## config.mk

```make
export PLATFORM = sky130hd
export DESIGN_NAME = phase_pair_meter
export DESIGN_NICKNAME = d
export VERILOG_FILES = /design/src/rtl/phase_pair_meter_pkg.sv /design/src/rtl/phase_pair_meter_edge_sync.sv /design/src/rtl/phase_pair_meter.sv
export SDC_FILE = /design/constraint.sdc
export NUM_CORES = 1
export LEC_CHECK = 0
export CORE_UTILIZATION = 35
export CTS_BUF_LIST = sky130_fd_sc_hd__clkbuf_16
export CTS_CLUSTER_SIZE = 24
export DETAILED_ROUTE_END_ITERATION = 8
export PLACE_DENSITY = 0.58
export SLEW_MARGIN = 20
export SYNTH_ARGS = -nofsm -noshare
export SYNTH_HDL_FRONTEND = slang
export SYNTH_SLANG_ARGS = --single-unit
export TNS_END_PERCENT = 100
```

## constraint.sdc

```tcl
create_clock -name clk -period 8.8 [get_ports clk]
set_clock_uncertainty 0.1 [all_clocks]
set_input_delay 2.2 -clock clk [delete_from_list [all_inputs] [get_ports clk]]
set_output_delay 2.2 -clock clk [all_outputs]
set_load 0.02 [all_outputs]
```

## src/rtl/phase_pair_meter_pkg.sv

```systemverilog
// Shared constants and FSM encoding for the dual-channel phase/period meter.
package phase_pair_meter_pkg;

    localparam int unsigned CW_DEF        = 16;
    localparam int unsigned NAVG_LOG2_DEF = 4;
    localparam int unsigned TIMEOUT_DEF   = 65535;
    localparam int unsigned SUM_W_DEF     = CW_DEF + NAVG_LOG2_DEF;

    typedef enum logic {
        S_ARM  = 1'b0,
        S_MEAS = 1'b1
    } state_t;

endpackage

```

## src/rtl/phase_pair_meter_edge_sync.sv

```systemverilog
// Per-channel synchronizer and rising-edge detector.
// Optional 3-sample majority filter enabled by PHASE_PAIR_METER_DEGLITCH_EN.
module edge_sync (
    input  logic clk,
    input  logic rst,
    input  logic pin,
    output logic rise_c
);

    logic meta;
    logic sync;
    logic prev;

`ifdef PHASE_PAIR_METER_DEGLITCH_EN
    logic h1;
    logic h2;
    logic filt;
    logic maj;

    assign maj = (sync & h1) | (sync & h2) | (h1 & h2);

    // Majority filter adds two cycles; both channels see the same delay.
    always_ff @(posedge clk) begin
        if (rst) begin
            meta <= 1'b0;
            sync <= 1'b0;
            h1   <= 1'b0;
            h2   <= 1'b0;
            filt <= 1'b0;
            prev <= 1'b0;
        end else begin
            meta <= pin;
            sync <= meta;
            h1   <= sync;
            h2   <= h1;
            filt <= maj;
            prev <= filt;
        end
    end

    assign rise_c = filt & ~prev;
`else
    always_ff @(posedge clk) begin
        if (rst) begin
            meta <= 1'b0;
            sync <= 1'b0;
            prev <= 1'b0;
        end else begin
            meta <= pin;
            sync <= meta;
            prev <= sync;
        end
    end

    assign rise_c = sync & ~prev;
`endif

endmodule

```

## src/rtl/phase_pair_meter.sv

```systemverilog
// Measures ch0->ch1 delay and ch0 period, sums 2^NAVG_LOG2 samples, valid/ready result.
// Build option: PHASE_PAIR_METER_DEGLITCH_EN (majority filter in edge_sync).
module phase_pair_meter
    import phase_pair_meter_pkg::*;
#(
    parameter int unsigned CW        = CW_DEF,
    parameter int unsigned NAVG_LOG2 = NAVG_LOG2_DEF,
    parameter int unsigned TIMEOUT   = TIMEOUT_DEF
) (
    input  logic                      clk,
    input  logic                      rst,
    input  logic                      sig0,
    input  logic                      sig1,
    input  logic                      out_ready,
    output logic                      out_valid,
    output logic [CW+NAVG_LOG2-1:0]   phase_sum,
    output logic [CW+NAVG_LOG2-1:0]   period_sum,
    output logic                      err_miss,
    output logic                      timeout,
    output logic                      overrun
);

    localparam int unsigned SW = CW + NAVG_LOG2;
    localparam logic [NAVG_LOG2-1:0] N_LAST = '1;

    logic edge0;
    logic edge1;

    edge_sync u_sync0 (.clk(clk), .rst(rst), .pin(sig0), .rise_c(edge0));
    edge_sync u_sync1 (.clk(clk), .rst(rst), .pin(sig1), .rise_c(edge1));

    state_t                state,      state_nx;
    logic [CW-1:0]         cnt,        cnt_nx;
    logic [CW-1:0]         phase,      phase_nx;
    logic                  seen1,      seen1_nx;
    logic [NAVG_LOG2-1:0]  n,          n_nx;
    logic [SW-1:0]         acc_phase,  acc_phase_nx;
    logic [SW-1:0]         acc_period, acc_period_nx;
    logic                  out_valid_nx;
    logic [SW-1:0]         phase_sum_nx;
    logic [SW-1:0]         period_sum_nx;
    logic                  err_miss_nx;
    logic                  timeout_nx;
    logic                  overrun_nx;

    logic [CW-1:0]         cnt_inc;
    logic [SW-1:0]         res_phase;
    logic [SW-1:0]         res_period;
    logic                  res_load;

    always_ff @(posedge clk) begin
        if (rst) begin
            state      <= S_ARM;
            cnt        <= '0;
            phase      <= '0;
            seen1      <= 1'b0;
            n          <= '0;
            acc_phase  <= '0;
            acc_period <= '0;
            out_valid  <= 1'b0;
            phase_sum  <= '0;
            period_sum <= '0;
            err_miss   <= 1'b0;
            timeout    <= 1'b0;
            overrun    <= 1'b0;
        end else begin
            state      <= state_nx;
            cnt        <= cnt_nx;
            phase      <= phase_nx;
            seen1      <= seen1_nx;
            n          <= n_nx;
            acc_phase  <= acc_phase_nx;
            acc_period <= acc_period_nx;
            out_valid  <= out_valid_nx;
            phase_sum  <= phase_sum_nx;
            period_sum <= period_sum_nx;
            err_miss   <= err_miss_nx;
            timeout    <= timeout_nx;
            overrun    <= overrun_nx;
        end
    end

    assign cnt_inc    = cnt + CW'(1);
    assign res_phase  = acc_phase + SW'(phase);
    assign res_period = acc_period + SW'(cnt_inc);

    always_comb begin
        state_nx      = state;
        cnt_nx        = cnt;
        phase_nx      = phase;
        seen1_nx      = seen1;
        n_nx          = n;
        acc_phase_nx  = acc_phase;
        acc_period_nx = acc_period;
        err_miss_nx   = 1'b0;
        timeout_nx    = 1'b0;
        res_load      = 1'b0;
        out_valid_nx  = out_valid;
        phase_sum_nx  = phase_sum;
        period_sum_nx = period_sum;
        overrun_nx    = overrun;

        case (state)
            S_ARM: begin
                if (edge0) begin
                    state_nx = S_MEAS;
                    cnt_nx   = '0;
                    seen1_nx = edge1;
                    phase_nx = '0;
                end
            end
            S_MEAS: begin
                if (edge0) begin
                    // A ch1 edge coincident with ch0 opens the next measurement at phase 0.
                    cnt_nx   = '0;
                    seen1_nx = edge1;
                    phase_nx = '0;
                    if (seen1) begin
                        n_nx = n + NAVG_LOG2'(1);
                        if (n == N_LAST) begin
                            res_load      = 1'b1;
                            acc_phase_nx  = '0;
                            acc_period_nx = '0;
                        end else begin
                            acc_phase_nx  = res_phase;
                            acc_period_nx = res_period;
                        end
                    end else begin
                        err_miss_nx = 1'b1;
                    end
                end else if (cnt == CW'(TIMEOUT - 1)) begin
                    timeout_nx    = 1'b1;
                    n_nx          = '0;
                    acc_phase_nx  = '0;
                    acc_period_nx = '0;
                    state_nx      = S_ARM;
                end else begin
                    cnt_nx = cnt_inc;
                    if (edge1 && !seen1) begin
                        phase_nx = cnt_inc;
                        seen1_nx = 1'b1;
                    end
                end
            end
            default: state_nx = S_ARM;
        endcase

        // Output register: load on a free or accepting cycle, otherwise drop and flag.
        if (res_load) begin
            if (!out_valid || out_ready) begin
                out_valid_nx  = 1'b1;
                phase_sum_nx  = res_phase;
                period_sum_nx = res_period;
            end else begin
                overrun_nx = 1'b1;
            end
        end else if (out_valid && out_ready) begin
            out_valid_nx = 1'b0;
        end
    end

endmodule

```

After elaboration in Yosys (flattened, before gate mapping)
Cells that the tools add are included.
{"block": "classes", "add_sub_neg": 4, "eq_ne": 7, "n_reduce_logical": 15, "n_bitwise": 7, "muxes": 36}
{"cell": "20-bit 2-to-1 mux", "count": 7}
{"cell": "16-bit 2-to-1 mux", "count": 6}
{"cell": "16-bit case mux with 2 select lines", "count": 2}
{"cell": "20-bit by 16-bit adder with 20-bit output", "count": 2}
{"cell": "16-bit by 1-bit adder with 16-bit output, second input constant", "count": 1}
{"cell": "16-bit equality test, second input constant", "count": 1}
{"cell": "1-bit 2-to-1 mux", "count": 16}
{"cell": "4-bit 2-to-1 mux", "count": 3}
{"cell": "2-bit AND reduction", "count": 4}
{"cell": "3-bit AND reduction", "count": 2}
{"cell": "3-bit OR reduction", "count": 2}
{"cell": "1-bit NOT", "count": 5}
{"cell": "4-bit by 1-bit adder with 4-bit output, second input constant", "count": 1}
{"cell": "4-bit equality test, second input constant", "count": 1}
{"cell": "2-bit by 1-bit != test with 1-bit output, second input constant", "count": 2}
{"cell": "1-bit case mux with 2 select lines", "count": 2}
{"cell": "2-bit nonzero test", "count": 2}
{"cell": "3-bit by 2-bit != test with 1-bit output, second input constant", "count": 1}
{"cell": "3-bit != test, second input constant", "count": 1}
{"cell": "1-bit AND", "count": 2}
{"cell": "1-bit logical AND", "count": 2}
{"cell": "1-bit logical NOT", "count": 2}
{"cell": "2-bit != test, second input constant", "count": 1}
{"cell": "1-bit logical OR", "count": 1}
{"block": "totals", "elab_cells": 88, "out_inout_bits": 44, "reg_bits": 128}

Depth between registers and ports, before layout
Gate-level depths: netlist (run 1).
{"block": "depth", "depth_word": 7, "depth_mapped": 14, "depth_no_buf": 12}

Hierarchy
From an unflattened synthesis (run 1), not the netlist that was laid out.
{"block": "hier_totals", "hier_cells": 783, "area_unflattened_um2": 6541.3}
{"mod": "phase_pair_meter", "cells_each": 769, "seq_area_each_um2": 2442.3, "n_inst": 1, "area_each_um2": 6366.1}
{"mod": "edge_sync", "cells_each": 7, "seq_area_each_um2": 60.1, "n_inst": 2, "area_each_um2": 87.6}

Least setup slack after synthesis (run 1)
No wires, ideal clock.
{"block": "synth_path", "kind": "input -> register", "startpoint": "input port rst", "endpoint": "register n[0]", "required_ps": 8572, "path_buffers": 4, "path_stages": 5, "t_arrival_ps": 3262, "setup_time_ps": 128, "path_slack_ps": 5310, "cell_sequence": "clkbuf_1 -> clkbuf_1 -> clkbuf_1 -> clkbuf_1 -> nor2_1"}
{"element": "start, declared", "line": "phase_pair_meter.sv:11", "source": "input logic rst,"}
{"element": "end signal, assigned", "line": "phase_pair_meter.sv:71", "source": "n <= n_nx;"}
{"element": "end, declared", "line": "phase_pair_meter.sv:36", "source": "logic [NAVG_LOG2-1:0] n, n_nx;"}
No word-level cell between the ends.

Worst setup path after layout (run 1)
{"block": "layout_path", "startpoint": "input port out_ready", "endpoint": "register period_sum[15]"}
{"block": "layout_between", "elab_chain_len": 2}
{"element": "start, declared", "line": "phase_pair_meter.sv:14", "source": "input logic out_ready,"}
{"element": "1-bit logical OR", "line": "phase_pair_meter.sv:150", "source": "if (!out_valid || out_ready) begin"}
{"element": "2-bit AND reduction (no source line)"}
{"element": "end signal, assigned", "line": "phase_pair_meter.sv:76", "source": "period_sum <= period_sum_nx;"}
{"element": "end, declared", "line": "phase_pair_meter.sv:17", "source": "output logic [CW+NAVG_LOG2-1:0] period_sum,"}
No other way between the ends.
A chain may end at the register's enable or synchronous reset.

==> results of run 1 <==
-- metrics by stage --
step	power [mW]	cells	hold WS, ns
4_1_cts	1.39	1113	0.343
3_5_place_dp	0.623	1081	0.328
5_1_grt	1.42	1113	0.352
6_report	1.37	1113	0.334
3_3_place_gp	0.623	1081	0.321
2_1_floorplan	0.616	815	0.314
-- synthesized netlist by cell type, types with 5 or more instances --
library cell / n
or4_1: 5
o211ai_1: 8
nor2_1: 64
dfxtp_1: 128
mux2i_1: 5
nand2_1: 96
nand2b_1: 5
a21oi_1: 70
o31ai_1: 8
xor2_1: 17
or2_2: 7
ha_1: 36
a22oi_1: 25
a22o_1: 5
nand3_1: 38
a31oi_1: 8
nor3_1: 18
and2_1: 7
buf_2: 9
o21ai_0: 29
inv_1: 12
a21o_1: 12
clkbuf_1: 34
xnor2_1: 22
nand3b_1: 19
nor2b_1: 13
a211oi_1: 10
o21a_1: 6
nand4_1: 9
and4_1: 5
and3_1: 8
nand4b_1: 7
o311ai_0: 5
or3_1: 9
-- layout by cell type, fill, tap and decap left out, types with 4 or more instances in the layout --
cell / count
clkdlybuf4s50_1: 47
and3_1: 8
mux2i_1: 5
a22o_1: 5
and2_1: 7
a22oi_1: 25
or2_2: 7
o211ai_1: 8
o21ai_0: 29
nand4b_1: 7
o31ai_1: 8
or3_1: 9
bufinv_16: 4
or4_1: 5
nand2_1: 96
o21a_1: 6
nor2_1: 64
dfxtp_1: 128
o311ai_0: 5
a21o_1: 12
buf_4: 6
nand3_1: 38
nor3_1: 18
nand3b_1: 19
nor2b_1: 13
xor2_1: 17
a211oi_1: 10
and4_1: 5
xnor2_1: 22
nand2b_1: 5
a21oi_1: 70
ha_1: 36
nand4_1: 9
inv_1: 12
inv_6: 5
a31oi_1: 8
clkbuf_16: 17
-- flip-flops by register name, summed over array words and instances (netlist names) --
register and cells:
acc_phase 20, overrun 1, u_sync1.prev 1, err_miss 1
n 4, u_sync1.meta 1, phase 16, seen1 1
acc_period 20, u_sync0.sync 1, phase_sum 20, timeout 1
u_sync0.meta 1, out_valid 1, period_sum 20, u_sync1.sync 1
u_sync0.prev 1, state 1, cnt 16
-- per-layer routing --
metal / wire [um] / share of wire
met4: 444 / 0.025
met2: 8330 / 0.46
met5: 0 / 0
met3: 665 / 0.037
met1: 8620 / 0.48
-- worst max path at each step --
stage	start	endpoint	slack (ns)
global route	out_ready	period_sum[17]	4.72
floorplan	rst	n[0]	5.31
detailed placement	out_ready	phase_sum[13]	4.52
finish	out_ready	period_sum[15]	5.00
global placement	rst	acc_phase[11]	4.56
CTS	out_ready	period_sum[15]	4.96
-- area by class of cell --
| class | count | area [sq um] |
|---|---|---|
| tap | 260 | 325 |
| sequential | 128 | 2560 |
| clock inverter | 15 | 206 |
| multi-input combinational | 628 | 4040 |
| clock buffer | 17 | 425 |
| inverter | 12 | 45.0 |
| timing repair buffer | 53 | 515 |
| fill | 1924 | 10800 |
-- power breakdown --
| group | internal, mW | switching [mW] |
|---|---|---|
| Sequential | 0.581 | 0.00130 |
| Combinational | 0.00750 | 0.0206 |
| Clock | 0.478 | 0.283 |
| Total | 1.07 | 0.305 |
-- worst max-delay path: stages --
cell and delay, ns:
clkdlybuf4s50_1 0.47, nor2b_1 0.08, nor2_4 0.79, nand3b_1 0.13, o311ai_0 0.31
-- logic make-up after synthesis --
kind of cell / Yosys count
AND/OR/NAND/NOR: 324
flip-flops: 128
adder cells (fa/ha/maj): 38
multiplexers: 5
AO/OA/AOI/OAI: 222
buffers and inverters: 59
XOR/XNOR: 39
==> results.toml, run 1 <==
[power_and_ir_drop]
peakVddDrop_mv = 0.120
powerDensity_nw_per_um2 = 169
p_leak_nw = 3.09

[synth]
async_reset_ff_frac = 0
synth_top_family_by_area = "simple AND/OR/NAND/NOR gates"
synth-seq-cells = 128
synth_edf_count = 0
ys_seq_area_frac = 0.374
ys.flop_type = "dfxtp_1"
synth.top_cell.area_share = 0.374
yosysTopAreaCell = "dfxtp_1"
synth_xor_area_frac = 0.0499
synth_simple_gate_area_frac = 0.242
synth.cell_area_sq_um = 6850
avgSynthCellArea_sq_um = 8.40
synth.mux.area_fraction = 0.00731
synth_fa_ha_area_frac = 0.0716
synth.area.top_cells = "dfxtp_1 (37%), ha_1 (6.6%), nand2_1 (5.3%)"
synthCells = 815
yosysWarnings = 0
ys_types = 73
synthesis.nets = 858
synth_compound_area_frac = 0.218

[global_routing]
grt_max_degree = 85
grt_pass1_vias = 5683
track_usage = 0.190
antenna_found_initial = 0
grt.overflow.total = 0
grt_util_met1 = 0.250
grt_pass1_wl_um = 29800
use_met3 = 0.0381
grt.busiest_layer = "met2"
grtUsageMet2 = 0.306

[timing]
worst_pin_slew_ns = 1.02
rsz0062_at_grt = "false"
fmax_ghz = 0.263
hold_violations = 0
relSlewSlack = 0.319
setup_slack_ns = 5.00
maxSlewViolCount = 0
fin_setup_tns_ns = 0
post-route-period-util = 0.432
min_period_ns = 3.80
setup_viol = 0

[layout]
area_growth_pct = 18.6
num_antenna_cells = 0
drive_above_1_share = 0.0703
nNetsFinal = 883
final_area_sq_um = 8120
final_core_util = 0.428

[worst_setup_path]
reg2reg_slack_ns = 5.32
crit_required_ns = 9.01
crit_type = "input pin to flop"
start_kind = "input pin"
regToRegEndpoint = "acc_period[18]"
end_kind = "flop"
rr_startpoint = "cnt[2]"
cp_max_fo = 44
cp.arrival_ns = 4.01
r2r_cells = 10

[drt]
drt_iter0_drc = 330
wl_per_cell_um = 16.2
via_per_inst = 5.37
drc = 0
antenna_left = 0
dr.pass1.iters = 5
num_vias = 5981
routed_wl_um = 18100

[placement]
place_area_sq_um = 7490
dp_hpwl_um = 12700
preCtsSetupSlack_ns = 4.52
place_congestion = 0.852
port-buffer-count = 48

[clock_network]
clk_pin_slew_worst_paths_ns = 0.06
cts_resized = 0
root_buffer = "clkbuf_16"
postCtsHoldBufs = 0
cts_inserted_buffers = 17
cts_sinks = 128
cts_tree = "yes"
htree_levels = 4
insertion_delay_ns = 0.42
clockBufferDepth = 2
post_cts_buffers = 0

[job]
maxCapViolCount = 0

[worst_hold_path]
hp-start = "u_sync1.meta"
min_to = "u_sync1.sync"
hp-class = "flop to flop"
hold_depth = 1

[floorplan]
die_x_um = 142
start_util = 0.361
rows = 50
num_io_pins = 49
die-area_sq_um = 20100
fp.dieH_um = 142
core_area_sq_um = 19000

[outcome]
outcome = "completed"
Note: power is estimated with default switching activity, not from simulation.
==> inputs of run 2 (changes only) <==
==> constraint.sdc (replaced) <==
create_clock -name clk -period 3.7 [get_ports clk]
set_clock_uncertainty 0.1 [all_clocks]
set_input_delay 0.925 -clock clk [delete_from_list [all_inputs] [get_ports clk]]
set_output_delay 0.925 -clock clk [all_outputs]
set_load 0.02 [all_outputs]
==> results.toml, run 2 (synthesis gave the netlist of run 1 again) <==
[clock_network]
clk_pin_slew_worst_paths_ns = 0.06
root_buffer = "clkbuf_16"
post_cts_buffers = 0
cts_inserted_buffers = 17
postCtsHoldBufs = 0
cts_tree = "yes"
cts_resized = 0
insertion_delay_ns = 0.43
cts_sinks = 128
clockBufferDepth = 2
htree_levels = 4

[power_and_ir_drop]
p_comb_frac = 0.023
clock_power_share = 0.513
switching_share = 0.229
p_leak_nw = 3.09
p_total_mw = 2.99
powerDensity_nw_per_um2 = 370
p_sw_mw = 0.686
internal-power_mw = 2.30
peakVddDrop_mv = 0.297
seqPwrFrac = 0.463

[drt]
top_layer = "met4"
antenna_left = 0
via_per_inst = 5.39
wl_met3_um = 599
drt_iter0_drc = 483
wl_met1_um = 8720
num_vias = 6041
drc = 0
routed_wl_um = 18200
wl_per_cell_um = 16.2
dr.pass1.iters = 5
wl_met2_um = 8580

[placement]
dp_hpwl_um = 12800
preCtsSetupSlack_ns = 0.475
port-buffer-count = 48
place_congestion = 0.869

[timing]
relSlewSlack = 0.357
setup_viol = 0
maxSlewViolCount = 0
setup_slack_ns = 0.384
rsz0062_at_grt = "false"
hold_violations = 0
worst_pin_slew_ns = 0.963
post-route-period-util = 0.896
fin_setup_tns_ns = 0
holdWs_ns = 0.336
fmax_ghz = 0.302
min_period_ns = 3.32

[worst_hold_path]
min_to = "u_sync1.sync"
hp-class = "flop to flop"
hold_depth = 1
hp-start = "u_sync1.meta"

[worst_setup_path]
cp_max_fo = 7
r2r_cells = 10
end_kind = "flop"
regToRegEndpoint = "acc_period[15]"
rr_startpoint = "cnt[1]"
crit_required_ns = 3.93
start_kind = "flop"
cp.arrival_ns = 3.55
reg2reg_slack_ns = 0.38
crit_type = "flop to flop"

[layout]
nFillCells = 1922
nNetsFinal = 890
layout_commonest_cell = "dfxtp_1"
area_growth_pct = 18.0
num_antenna_cells = 0
layout_common_cells = "dfxtp_1 (128), nand2_1 (96), a21oi_1 (70), nor2_1 (64), clkdlybuf4s50_1 (47)"
drive_above_1_share = 0.0756

[global_routing]
antenna_found_initial = 0
grt.overflow.total = 0
track_usage = 0.191
grt_pass1_wl_um = 29800
grt_max_degree = 100
grt_pass1_vias = 5614

[floorplan]
die_x_um = 142
num_io_pins = 49
start_util = 0.361
rows = 50
core_area_sq_um = 19000
die-area_sq_um = 20100
fp.dieH_um = 142

[outcome]
outcome = "completed"

[job]
maxCapViolCount = 0
## run 2: changes by cell type in the layout (fill, tap and decap cells not counted)
cell | before | now
buf_4 | 6 | 12
clkinvlp_4 | 1 | 4
buf_12 | 0 | 1
inv_1 | 12 | 15
inv_6 | 5 | 0
clkinv_1 | 1 | 0
clkinv_2 | 1 | 7
clkinv_4 | 3 | 0
bufinv_16 | 4 | 1
## run 2: worst max path at each step
stage,start,end,slack (ns),cells past startpoint
after floorplan,cnt[2],acc_period[15],0.66,14
after global placement,cnt[1],acc_period[15],0.56,11
after global routing,cnt[1],acc_period[15],0.05,10
after detailed placement,cnt[1],period_sum[18],0.47,11
after CTS,cnt[1],acc_period[15],0.42,10
final,cnt[1],acc_period[15],0.38,10
## run 2: critical path: stages (launching register included)
cell	delay [ns]
dfxtp_1	0.41
ha_1	0.26
nand3_1	0.13
xnor2_1	0.27
ha_1	0.33
a21oi_1	0.27
nand2_1	0.17
o2111ai_1	0.58
a21oi_1	0.25
o21a_1	0.23
o31ai_1	0.22
## run 2: cell type report
cell class,instances,area (sq um),area share
Clock buffer,17,425,0.0526
Clock inverter,15,106,0.0132
Inverter,12,45.0,0.00557
Multi-Input combinational cell,628,4040,0.500
Sequential cell,128,2560,0.317
Tap cell,260,325,0.0402
Timing Repair Buffer,60,581,0.0718
## run 2: metal layers
metal | up-vias | GRT usage
li1 | 3036 | -
met1 | 2867 | 0.255
met2 | 116 | 0.306
met3 | 22 | 0.0354
met4 | 0 | 0.0730
met5 | - | 0
## run 2: per-stage QoR
step,utilization,instance area (sq um),std cells
after global routing,0.427,8090,1120
after detailed placement,0.398,7550,1088
after floorplan,-,6850,815
after CTS,0.427,8090,1120
after global placement,0.398,7550,1088
final,0.427,8090,1120
## run 2: power by group through the flow
stage | Clock (mW) | Sequential (mW) | Combinational [mW]
final | 1.54 | 1.39 | 0.0700
after global routing | 1.63 | 1.39 | 0.0759
after CTS | 1.57 | 1.39 | 0.0706
after detailed placement | 0 | 1.42 | 0.0701
after global placement | 0 | 1.42 | 0.0702
after floorplan | 0 | 1.41 | 0.0509
